===== src/rtl/seg_scan_driver.sv =====
// seg_scan_driver: multiplexed N-digit BCD to 7-segment display driver.
// Synchronises the BCD nibbles, snapshots them once per scan frame and
// time-multiplexes the digits onto one shared segment bus with a one-hot
// digit enable.
// Optional build macro SEG_LZ_BLANK_EN: blank leading zeros of the snapshot.
// Digit 0 is always shown.
module seg_scan_driver #(
    parameter int N_DIGITS       = 4,
    parameter int SYNC_STAGES    = 3,
    parameter int SCAN_DIV       = 50000,
    parameter int SEG_ACTIVE_LOW = 0
) (
    input  logic                  clk,
    input  logic                  rst_n,
    input  logic [4*N_DIGITS-1:0] digits_in,
    output logic [6:0]            seg,
    output logic [N_DIGITS-1:0]   an,
    output logic                  frame_tick
);

    localparam int         CNT_W   = (SCAN_DIV > 1) ? $clog2(SCAN_DIV) : 1;
    localparam int         IDX_W   = (N_DIGITS > 1) ? $clog2(N_DIGITS) : 1;
    localparam int         DW      = 4 * N_DIGITS;
    localparam logic [6:0] SEG_OFF = (SEG_ACTIVE_LOW != 0) ? 7'h7F : 7'h00;

    logic [DW-1:0]       sync_q [SYNC_STAGES];
    logic [DW-1:0]       sync_d [SYNC_STAGES];
    logic [DW-1:0]       snap_q, snap_d;
    logic [CNT_W-1:0]    scan_cnt_q, scan_cnt_d;
    logic [IDX_W-1:0]    idx_q, idx_d;
    logic                started_q, started_d;
    logic [N_DIGITS-1:0] an_q, an_d;
    logic [6:0]          seg_q, seg_d;
    logic                frame_tick_q, frame_tick_d;

    logic                terminal;
    logic                last_digit;
    logic                load_snap;
    logic                blank;
    logic [3:0]          cur_nib;
    logic [6:0]          seg_raw;
`ifdef SEG_LZ_BLANK_EN
    logic                zero_run;
`endif

    // BCD to segments {a,b,c,d,e,f,g}, 1 = lit; codes A..F are blank.
    function automatic logic [6:0] bcd_decode(input logic [3:0] d);
        case (d)
            4'd0:    bcd_decode = 7'h7E;
            4'd1:    bcd_decode = 7'h30;
            4'd2:    bcd_decode = 7'h6D;
            4'd3:    bcd_decode = 7'h79;
            4'd4:    bcd_decode = 7'h33;
            4'd5:    bcd_decode = 7'h5B;
            4'd6:    bcd_decode = 7'h5F;
            4'd7:    bcd_decode = 7'h70;
            4'd8:    bcd_decode = 7'h7F;
            4'd9:    bcd_decode = 7'h7B;
            default: bcd_decode = 7'h00;
        endcase
    endfunction

    // Synchroniser chain: plain shift, nothing is decoded before the last stage.
    always_comb begin
        sync_d[0] = digits_in;
        for (int k = 1; k < SYNC_STAGES; k++) begin
            sync_d[k] = sync_q[k-1];
        end
    end

    // Scan timing and frame snapshot: the snapshot only changes at a frame
    // boundary (or the first edge after reset) so a frame is always coherent.
    always_comb begin
        terminal   = (scan_cnt_q == CNT_W'(SCAN_DIV - 1));
        last_digit = (idx_q == IDX_W'(N_DIGITS - 1));
        scan_cnt_d = terminal ? '0 : scan_cnt_q + CNT_W'(1);
        // NOTE: every signal of an always_comb gets a value on every path
        // (defaults first), otherwise synthesis infers a latch.
        idx_d      = idx_q;
        if (terminal) begin
            idx_d = last_digit ? '0 : idx_q + IDX_W'(1);
        end
        load_snap    = !started_q || (terminal && last_digit);
        snap_d       = load_snap ? sync_q[SYNC_STAGES-1] : snap_q;
        started_d    = 1'b1;
        frame_tick_d = load_snap;
    end

    // Output stage: select the current digit, decode it and apply blanking/polarity.
    always_comb begin
        cur_nib = 4'd0;
        an_d    = '0;
        for (int i = 0; i < N_DIGITS; i++) begin
            if (idx_q == IDX_W'(i)) begin
                cur_nib = snap_q[4*i +: 4];
                an_d[i] = 1'b1;
            end
        end
`ifdef SEG_LZ_BLANK_EN
        // Walk down from the top digit; a digit is blank while everything
        // from it upwards is zero.
        zero_run = 1'b1;
        blank    = 1'b0;
        for (int i = N_DIGITS - 1; i >= 1; i--) begin
            zero_run = zero_run && (snap_q[4*i +: 4] == 4'd0);
            if (idx_q == IDX_W'(i)) begin
                blank = zero_run;
            end
        end
`else
        blank = 1'b0;
`endif
        seg_raw = blank ? 7'h00 : bcd_decode(cur_nib);
        seg_d   = (SEG_ACTIVE_LOW != 0) ? ~seg_raw : seg_raw;
    end

    // State and output registers, all cleared asynchronously.
    always_ff @(posedge clk or negedge rst_n) begin
        if (!rst_n) begin
            // NOTE: the synchroniser array is ordinary flops, not a RAM, so it
            // is reset element by element like the rest of the state.
            for (int k = 0; k < SYNC_STAGES; k++) begin
                sync_q[k] <= '0;
            end
            snap_q       <= '0;
            scan_cnt_q   <= '0;
            idx_q        <= '0;
            started_q    <= 1'b0;
            an_q         <= '0;
            seg_q        <= SEG_OFF;
            frame_tick_q <= 1'b0;
        end else begin
            // NOTE: non-blocking assignments so every flop samples the
            // pre-edge value of its neighbours, independent of statement order.
            for (int k = 0; k < SYNC_STAGES; k++) begin
                sync_q[k] <= sync_d[k];
            end
            snap_q       <= snap_d;
            scan_cnt_q   <= scan_cnt_d;
            idx_q        <= idx_d;
            started_q    <= started_d;
            an_q         <= an_d;
            seg_q        <= seg_d;
            frame_tick_q <= frame_tick_d;
        end
    end

    assign seg        = seg_q;
    assign an         = an_q;
    assign frame_tick = frame_tick_q;

endmodule


===== config.mk =====
export PLATFORM = sky130hd
export DESIGN_NAME = seg_scan_driver
export DESIGN_NICKNAME = d
export VERILOG_FILES = /design/src/rtl/seg_scan_driver.sv
export SDC_FILE = /design/constraint.sdc
export NUM_CORES = 1
export LEC_CHECK = 0
export CAP_MARGIN = 30
export CORE_ASPECT_RATIO = 1.4
export CORE_UTILIZATION = 60
export CTS_CLUSTER_SIZE = 30
export DETAILED_ROUTE_END_ITERATION = 7
export PLACE_DENSITY = 0.83
export SETUP_SLACK_MARGIN = 0.5
export SYNTH_ARGS = -nofsm -noshare
export SYNTH_HDL_FRONTEND = slang
export SYNTH_SLANG_ARGS = --single-unit

===== constraint.sdc =====
create_clock -name clk -period 3.5 [get_ports clk]
set_clock_uncertainty 0.05 [all_clocks]
set_input_delay 0.35 -clock clk [delete_from_list [all_inputs] [get_ports clk]]
set_output_delay 0.35 -clock clk [all_outputs]
set_load 0.05 [all_outputs]

Word-level counts from Yosys, hierarchy flattened
Memory sizes are Yosys's and may differ from the RTL's. A register that Yosys moved wholly into a read port is not among the register bits.
Index checks and enable logic that the tools add are counted.
{"block": "op_classes", "eq_ne": 4, "n_addsub": 2, "reduce_logical": 5, "n_mux": 10}
{"op": "$add 16x1->16 const B", "count": 1}
{"op": "$eq 16x16->1 const B", "count": 1}
{"op": "$mux 16", "count": 1}
{"op": "$mux 4", "count": 4}
{"op": "$eq 2x2->1 const B", "count": 2}
{"op": "$mux 1", "count": 4}
{"op": "$add 2x1->2 const B", "count": 1}
{"op": "$eq 2x1->1 const B", "count": 1}
{"op": "$logic_not 1->1", "count": 2}
{"op": "$logic_not 2->1", "count": 1}
{"op": "$mux 2", "count": 1}
{"op": "$logic_and 1x1->1", "count": 1}
{"op": "$logic_or 1x1->1", "count": 1}
{"block": "totals", "out_inout_bits": 12, "memories": 1, "inputBits": 18, "romBits": 112, "wordCells": 31, "ff_bits": 88}
{"memory": "(no name shown)", "words": 16, "word_bits": 7, "read_ports": 1, "rd_ports_with_merged_regs": 1, "write_ports": 0, "line_no": "48", "text": "case (d)"}

Logic depth before layout (Yosys ltp)
{"block": "depth", "ltp_word": 5, "ltp_mapped": 10, "ltp_nobuf": 10}

Worst setup path after synthesis
No wires, ideal clock.
{"block": "synth_timing", "path_type": "register -> register", "startpoint": "register scan_cnt_q[4]", "endpoint": "register snap_q[10]", "slack_ps": 1407, "required_ps": 3325, "path_buffers": 1, "stages_incl_launch_ff": 7, "arrival_ps": 1917, "setup_ps": 125, "period_less_slack_ps": 2093, "path_cell_list": "dfrtp_1 > or4b_4 > nor4_4 > nand2_2 > nand2_4 > buf_12 > mux2_4"}
{"block": "synth_between", "elab_chain_len": 3}
{"item": "start, declared", "line_no": "29", "text": "logic [CNT_W-1:0] scan_cnt_q, scan_cnt_d;"}
{"item": "start signal, assigned", "line_no": "139", "text": "scan_cnt_q <= scan_cnt_d;"}
{"item": "$eq 16x16->1", "line_no": "74", "text": "terminal = (scan_cnt_q == CNT_W'(SCAN_DIV - 1));"}
{"item": "$logic_and 1x1->1", "line_no": "83", "text": "load_snap = !started_q || (terminal && last_digit);"}
{"item": "$logic_or 1x1->1", "line_no": "83"}
{"item": "via frame_tick_d", "line_no": "34", "text": "logic frame_tick_q, frame_tick_d;"}
{"item": "end signal, assigned", "line_no": "138", "text": "snap_q <= snap_d;"}
{"item": "end, declared", "line_no": "28", "text": "logic [DW-1:0] snap_q, snap_d;"}
The timed path passes the listed nets, and every way through them passes these cells.
A chain may end at the register's enable or synchronous reset.

Final worst setup path
{"block": "layout_timing", "startpoint": "register idx_q[0]", "endpoint": "register seg_q[3], in the netlist seg[3]"}
{"block": "layout_between", "elab_chain_len": 5, "word_cells_on_any_way": 8, "classes_between": "3 x eq/ne; 4 x mux; 1 x reduce/logical"}
{"item": "start, declared", "line_no": "30", "text": "logic [IDX_W-1:0] idx_q, idx_d;"}
{"item": "start signal, assigned", "line_no": "140", "text": "idx_q <= idx_d;"}
{"item": "$logic_not 2->1", "line_no": "94", "text": "if (idx_q == IDX_W'(i)) begin"}
{"item": "$mux 4 (3 in a row)", "line_no": "94"}
{"item": "$mux 4 (*)", "line_no": "94"}
{"item": "end, declared", "line_no": "33", "text": "logic [6:0] seg_q, seg_d;"}
Every way passes the cells marked *; elsewhere a longest branch is shown, timed or not.

==> impl_metrics.json <==
{
  "outcome": "complete, no violations",
  "clk_latency_ns": 0.35,
  "worstHoldPathType": "flop to flop",
  "p_leak_nw": 1.82,
  "grt_remaining_overflow": 0,
  "layout_common_cells": "95 x dfrtp_1, 28 x clkdlybuf4s50_1, 11 x ha_1",
  "setup_viol": 0,
  "timing.fmax_ghz": 0.431,
  "ys_types": 35,
  "cts_tree": "done",
  "pin_count": 30,
  "layout_commonest_cell": "dfrtp_1",
  "cp-start-kind": "flop",
  "clockRootBuffer": "clkbuf_8",
  "powerDensity_mw_per_mm2": 528,
  "cp_max_fo": 8,
  "start_util_pct": 61.7,
  "track_usage_pct": 19.4,
  "dpl_cell_area_mm2": 0.00377,
  "ant_nets": 0,
  "cap_violations": 0,
  "hold_viol": 0,
  "fin_area_mm2": 0.00398,
  "yosys.area_share.adder_pct": 4.07,
  "synth_compound_area_share_pct": 4.29,
  "die_area_mm2": 0.00595,
  "synth.avg_cell_area_um2": 15.2,
  "synth_xor_area_share_pct": 3.62,
  "slew_viol_final": 0,
  "yosys.area_share.simple_pct": 8.10,
  "drt-vias-per-instance": 5.27,
  "cts_buffers": 9,
  "tightest_slew_ns": 0.583,
  "synthMuxAreaShare_pct": 7.87,
  "route.final.wire_length_um": 4930,
  "dr_total_vias": 1772,
  "grt_max_degree": 62,
  "async_flop_share_pct": 100,
  "cts_max_level": 3,
  "drtIter0Drc": 83,
  "dp_hpwl_um": 3480,
  "min_period_over_period_pct": 66.4,
  "worstPathCellList": "ha_1 -> nand2b_1 -> o221ai_1 -> inv_1 -> ha_1 -> mux2i_1 -> o21ai_0",
  "grt_pass1_vias": 1811,
  "die_w_um": 65.5,
  "crit_arrival_ns": 2.48,
  "synth.ff_latch_count": 95,
  "crit_slowest_cell": "o221ai_1",
  "drive_gt1_share_pct": 16.0,
  "antenna_found_initial": 0,
  "syn-cell-area_mm2": 0.00338,
  "clockBufferDepth": 2,
  "nFillCells": 363,
  "fin_setup_tns_ns": 0,
  "wl_per_cell_um": 14.7,
  "synth_cells": 222,
  "die-height_um": 90.9,
  "port_buffers": 29,
  "cpMostUsedCell": "ha_1",
  "max_stage_delay_ns": 0.45,
  "crit_path_end_kind": "flop",
  "max_slew_margin_pct": 61.1,
  "p_total_w": 0.00210,
  "ir_drop_mv": 0.374,
  "required_ns": 3.66,
  "synth.yosys.seq_area_share_pct": 70.2,
  "firstDrtPassIters": 4,
  "coreArea_mm2": 0.00549,
  "syn_nets": 251,
  "drcViolationCount": 0,
  "fin_ws_ns": 1.18,
  "critPathKind": "flop to flop",
  "clock_sinks": 95,
  "num_antenna_cells": 0,
  "synth_top_family_by_area": "simple AND/OR/NAND/NOR gates",
  "grt_setup_unrepaired": "false",
  "finalWeightedCongestion": 0.820,
  "fp-row-count": 32,
  "clk_pin_slew_ns": 0.09,
  "synth-warning-count": 0,
  "grt_pass1_wl_um": 8410,
  "utilization_pct": 72.6,
  "dp_slack_ns": 1.18,
  "area_growth_pct": 17.6,
  "layout.nets": 292,
  "synth_edf_count": 0,
  "min_period_ns": 2.32,
  "synthFlopType": "dfrtp_1"
}
-- where the power goes --
group	leakage, nW	internal [W]	total, W	switching [W]
registers	1.14	0.00116	0.00118	0.0000255
logic	0.576	0.0000881	0.000206	0.000118
clock network	0.106	0.000340	0.000714	0.000374
-- area by class of cell --
class,instances,area (um^2),share of cell area [%]
Sequential cell,95,2380,59.7
Timing Repair Buffer,32,333,8.36
Clock inverter,7,77.6,1.95
Clock buffer,9,124,3.11
Inverter,9,33.8,0.849
Tap cell,68,85.1,2.14
Multi-Input combinational cell,116,950,23.9
-- worst max-delay path, delay by kind of cell (launching register included) --
| kind | cells | cell delay (ns) |
|---|---|---|
| AOI/OAI and AO/OA | 2 | 0.55 |
| adders and majority gates | 2 | 0.60 |
| buffers and inverters | 1 | 0.14 |
| DFF | 1 | 0.42 |
| muxes | 1 | 0.16 |
| and+or+nand+nor | 1 | 0.25 |
-- routing by layer --
| layer | share of wire [%] | GRT usage, % | routed length (um) |
|---|---|---|---|
| met1 | 43 | 25.1 | 2140 |
| met5 | 0 | 0 | 0 |
| met3 | 3.8 | 5.05 | 185 |
| met4 | 3.4 | 10.5 | 169 |
| met2 | 49 | 29.7 | 2440 |
-- Yosys cell counts, drive strengths merged, types with 2 or more instances --
master,instances,area (um^2)
a211oi,2,15.0
a21oi,4,20.0
and3,2,12.5
and4,2,17.5
dfrtp,95,2380
ha,11,138
inv,9,33.8
mux2,18,236
mux2i,3,30.0
nand2,11,51.3
nand2b,2,12.5
nand3,8,40.0
nand4,3,18.8
nor2,10,37.5
o21ai,10,50.1
o221ai,4,35.0
xnor2,8,70.1
xor2,6,52.6
-- cells by family after synthesis --
| kind of cell | count (synthesis) |
|---|---|
| compound gates | 23 |
| xor+xnor | 14 |
| fa+ha+maj | 11 |
| buf+inv | 11 |
| flops | 95 |
| mux | 21 |
| other cells | 1 |
| simple gates | 46 |
-- per-stage QoR --
step / instances / hold WS [ns]
final: 336 / 0.303
after global routing: 336 / 0.310
after CTS: 336 / 0.305
after detailed placement: 319 / 0.285
after global placement: 318 / 0.281
after floorplan: 222 / 0.00441
-- state kept, by name (all words and copies together), names as in the netlist --
| signal | cells |
|---|---|
| sync_d | 32 |
| scan_cnt_q | 16 |
| snap_q | 16 |
| sync_q | 16 |
| seg | 7 |
| an | 4 |
| idx_q | 2 |
| frame_tick | 1 |
| started_q | 1 |
-- path summary, 6_finish.rpt --
kind | from | end | slack (ns) | cells after the start
max | idx_q[0]$_DFFE_PN0N_ | seg[3]$_DFF_PN0_ | 1.18 | 7
min | sync_d[0]$_DFF_PN0_ | sync_q[0]$_DFF_PN0_ | 0.30 | 0
max reg2reg | idx_q[0]$_DFFE_PN0N_ | seg[3]$_DFF_PN0_ | 1.18 | 7
min reg2reg | sync_d[0]$_DFF_PN0_ | sync_q[0]$_DFF_PN0_ | 0.30 | 0
max in group asynchronous | rst_n | scan_cnt_q[6]$_DFF_PN0_ | 2.33 | 3
min in group asynchronous | rst_n | sync_q[10]$_DFF_PN0_ | 0.44 | 2
-- timing repair --
| action | in CTS | in global routing |
|---|---|---|
| endpoints found under the setup margin | 0 | 0 |
| hold buffers | 1 | 0 |
| resized for setup | 0 | 0 |
| hold endpoints to repair | 34 | 0 |
| buffers inserted | 0 | 0 |
Note: power is estimated with default switching activity, not from simulation.
